<file path="config.mk">
export PLATFORM = sky130hd
export DESIGN_NAME = ysyx_24100006_pipe_buf
export DESIGN_NICKNAME = d
export VERILOG_FILES = /design/src/rtl/ysyx_24100006_pipe_buf.sv
export SDC_FILE = /design/constraint.sdc
export NUM_CORES = 1
export LEC_CHECK = 0
export ABC_AREA = 1
export CAP_MARGIN = 20
export CORE_MARGIN = 2
export CORE_UTILIZATION = 35
export DETAILED_ROUTE_END_ITERATION = 8
export PLACE_DENSITY = 0.85
export SYNTH_ARGS = -nofsm -noshare
export SYNTH_HDL_FRONTEND = slang
export SYNTH_SLANG_ARGS = --single-unit
</file>
<file path="constraint.sdc">
create_clock -name clk -period 1.83 [get_ports clk]
set_clock_uncertainty 0.2 [all_clocks]
set_input_delay 0.366 -clock clk [delete_from_list [all_inputs] [get_ports clk]]
set_output_delay 0.366 -clock clk [all_outputs]
set_load 0.01 [all_outputs]
</file>
<file path="src/rtl/ysyx_24100006_pipe_buf.sv">
// Generic inter-stage buffer: DEPTH-entry circular queue with valid/ready
// handshakes, optional same-cycle slide when full, and redirect flush.
module ysyx_24100006_pipe_buf #(
   parameter int unsigned WIDTH      = 32,
   parameter int unsigned DEPTH      = 1,
   parameter bit          PASS_READY = 1'b1
) (
   input  logic                       clk,
   input  logic                       reset,
   input  logic                       flush,
   input  logic                       in_valid,
   output logic                       in_ready,
   input  logic [WIDTH-1:0]           in_data,
   output logic                       out_valid,
   input  logic                       out_ready,
   output logic [WIDTH-1:0]           out_data,
   output logic [$clog2(DEPTH+1)-1:0] count
);

   localparam int unsigned PW = (DEPTH > 1) ? $clog2(DEPTH) : 1;
   localparam int unsigned CW = $clog2(DEPTH + 1);
   localparam logic [PW-1:0] LAST  = PW'(DEPTH - 1);
   localparam logic [CW-1:0] FULLC = CW'(DEPTH);

   logic [WIDTH-1:0] r_mem [DEPTH];
   logic [PW-1:0]    r_rd_ptr;
   logic [PW-1:0]    r_wr_ptr;
   logic [CW-1:0]    r_count;

   logic             w_full;
   logic             w_empty;
   logic             w_push;
   logic             w_pop;
   logic [PW-1:0]    w_rd_nxt;
   logic [PW-1:0]    w_wr_nxt;

   assign w_full  = (r_count == FULLC);
   assign w_empty = (r_count == '0);

   // Pass mode lets a full buffer accept while the head leaves.
   assign in_ready  = PASS_READY ? (!w_full || out_ready) : !w_full;
   assign out_valid = !w_empty;
   assign out_data  = r_mem[r_rd_ptr];
   assign count     = r_count;

   assign w_push = in_valid && in_ready && !flush;
   assign w_pop  = out_valid && out_ready && !flush;

   assign w_rd_nxt = (r_rd_ptr == LAST) ? '0 : r_rd_ptr + PW'(1);
   assign w_wr_nxt = (r_wr_ptr == LAST) ? '0 : r_wr_ptr + PW'(1);

   always_ff @(posedge clk) begin
      if (reset) begin
         for (int i = 0; i < int'(DEPTH); i++) begin
            r_mem[i] <= '0;
         end
      end else if (w_push) begin
         r_mem[r_wr_ptr] <= in_data;
      end
   end

   always_ff @(posedge clk) begin
      if (reset || flush) begin
         r_rd_ptr <= '0;
         r_wr_ptr <= '0;
         r_count  <= '0;
      end else begin
         if (w_push) begin
            r_wr_ptr <= w_wr_nxt;
         end
         if (w_pop) begin
            r_rd_ptr <= w_rd_nxt;
         end
         case ({w_push, w_pop})
            2'b10:   r_count <= r_count + CW'(1);
            2'b01:   r_count <= r_count - CW'(1);
            default: r_count <= r_count;
         endcase
      end
   end

endmodule

</file>
==> summary.md <==
| Metric | Value |
|---|---|
| Outcome | `completed` |
| Slowest-stage cell, CP | `clkdlybuf4s50_1` |
| Fmax | `0.569 GHz` |
| Number of global-route vias before repair | `872` |
| Layout cells sized above 1 | `24.1%` |
| Clk_lat worst skew | `roughly 270 ps` |
| Cell area after layout | `~0.0023 mm^2` |
| Post-synth top cells | `inv_1, edfxtp_1, nor2_2, nor2_4, buf_6` |
| Nets | `228` |
| Fin. max-slew vios | `0` |
| N_diodes | `0` |
| Mean Syn Cell Area | `around 13 um^2` |
| CP required | `1260 ps` |
| Yosys cell types | `13` |
| Share of flip-flops with an asynchronous set or reset | `0%` |
| Clock buffer count from CTS | `5` |
| DRT Pass-1 Iters | `2` |
| Number of synthesized flops with an enable pin | `32` |
| Crit start category | `flip-flop` |
| CP bufs+invs | `1` |
| Critical path class | `reg -> out` |
| Top FF cell, synth | `edfxtp_1` |
| Placed cell areas | `0.00225 mm^2` |
| RSZ-0062 raised after global routing | `false` |
| Hold Fails Final Rpt | `0` |
| Initial Util | `36.0%` |
| Fin util | `between 50% and 60%` |
| Cell Area, Synth | `0.00142 mm^2` |
| Clock slew at reported path FFs | `~60 ps` |
| IO Port Bufs | `71` |
| First-pass GRT wire length | `roughly 4000 um` |
| Post-synth net total | `148` |
| Leakage dissipation | `0.976 nW` |
| # setup viols final | `0` |
| DR WL/cell | `10.6 um` |
| Die X | `67.6 um` |
| Crit-path cells | `clkdlybuf4s50_1` |
| Vias | `957` |
| CTS tree | `built` |
| Final wirelength | `approximately 2600 um` |
| Ports | `72` |
| Area of the core | `0.00394 mm^2` |
| Clock buffer depth | `2` |
| Die extent in y | `between 60 and 70 um` |
| VDD IR max | `0.000319 V` |
| Top cell family by delay on the critical path | `buffers and inverters` |
| Max Cap Viol | `0` |
| Final ANT Viol Nets | `0` |
| CP Data Arrival Time | `1190 ps` |
| Most frequent cell after synthesis | `inv_1` |
| Final period utilization | `96.0%` |
| Slowest stage delay, CP | `560 ps` |
| Setup Fix Bufs, Post-CTS | `0` |
| Largest area contributor in the netlist | `edfxtp_1` |
| Max_slew headroom | `90.1%` |
| Cells after Synth | `between 100 and 150` |
| DR DRC count | `0` |
| Vias/cell | `3.97` |
| Min-Delay Path Class | `reg -> reg` |
| Top-area cell type share of the netlist area | `67.8%` |
| Synth Register Bits | `33` |
| Total track usage | `between 10 and 15%` |
| Dpl hpwl | `about 2000 um` |
| Clk sinks | `33` |
| GRT Residual Overflow | `0` |
| Top cells by area, synth | `edfxtp_1, nor2_2, inv_1, nor2_4, buf_6` |
| CP max FO | `3` |
| Yosys warns | `0` |
| P&R area growth vs syn | `63.8%` |
| Slew @ Worst Pin | `148 ps` |
| Largest net degree at the start of global routing | `19` |
| Initial drt markers | `85` |
| Row count | `23` |
| Fill count | `about 350` |
| Final Critical Period | `1760 ps` |
| Antenna violations before repair | `0` |
| Critical path endpoint category | `primary output` |
| Min Hold Slack | `429 ps` |
| Post-synthesis sequential area ratio | `69.2%` |
| Pwr Density | `712 mW/mm^2` |
| Root Driver | `clkbuf_8` |
| Htree depth | `2` |
| Routability cong. | `~0.65` |
| Die Area | `0.00458 mm^2` |
cell families after synthesis:
group,count (synthesis),share of synthesized area (%)
buf+inv,39,12.2
simple gates,38,18.3
flops,33,69.2
compound gates,1,0.353
where the power goes:
part           internal (mW)  total (mW)  switching, mW
combinational          0.171       0.280          0.109
sequential             0.876       0.887         0.0116
clock                  0.256       0.486          0.230
cells in the final DEF, fill, tap and decap left out:
cell,Yosys,routed
clkdlybuf4s50_1,0,70
nor2_2,27,27
edfxtp_1,32,32
clkbuf_1,0,1
dlygate4sd2_1,0,1
nand2_2,1,2
nand3_4,1,1
inv_1,35,35
or2_2,1,1
nor2_4,4,4
clkinv_1,0,1
clkbuf_8,0,5
nor2_1,2,2
a21oi_1,1,1
dfxtp_1,1,1
buf_12,0,4
buf_4,1,2
nand2_1,2,1
final timing paths:
path,depth (start not counted),start,slack [ps],to
setup / recovery,1,count$_SDFFE_PP0P_,70,out_valid
hold / removal,3,count$_SDFFE_PP0P_,430,count$_SDFFE_PP0P_
setup reg to reg,5,count$_SDFFE_PP0P_,460,r_mem[0][17]$_SDFFCE_PN0P_
hold reg to reg,3,count$_SDFFE_PP0P_,430,count$_SDFFE_PP0P_
layer usage:
metal / vias to the layer above / global-route usage [%] / wire length (um)
met5: - / 0 / 0
met4: 0 / 6.12 / 44
met3: 4 / 3.33 / 176
met2: 40 / 21.3 / 1350
met1: 426 / 13.6 / 989
li1: 487 / - / -
stage by stage:
step | TNS, ps | setup slack, ps | cells | power (mW)
after global routing | 0 | 23.1 | 241 | 1.74
after floorplan | 0 | 251 | 111 | 0.998
after global placement | -1610 | -176 | 234 | 1.18
after detailed placement | -1960 | -174 | 234 | 1.19
after CTS | 0 | 49.6 | 241 | 1.68
final | 0 | 72.7 | 241 | 1.65
timing repair:
item                       CTS  global route
hold buffers                 0             0
resized for setup            1             0
setup endpoints to repair    1             0
sequential cells by signal, indices dropped and copies added, names as in the netlist:
name and count:
r_mem 32, count 1
cell type report:
type	instances	area, um^2	area share (%)
well taps	50	62.6	2.69
clock buffers	6	72.6	3.12
multi-input cells	39	267	11.5
inverters	35	131	5.66
clock inverters	1	3.75	0.162
flip-flops and latches	33	981	42.2
repair buffers	77	805	34.6
Note: power is estimated with default switching activity, not from simulation.
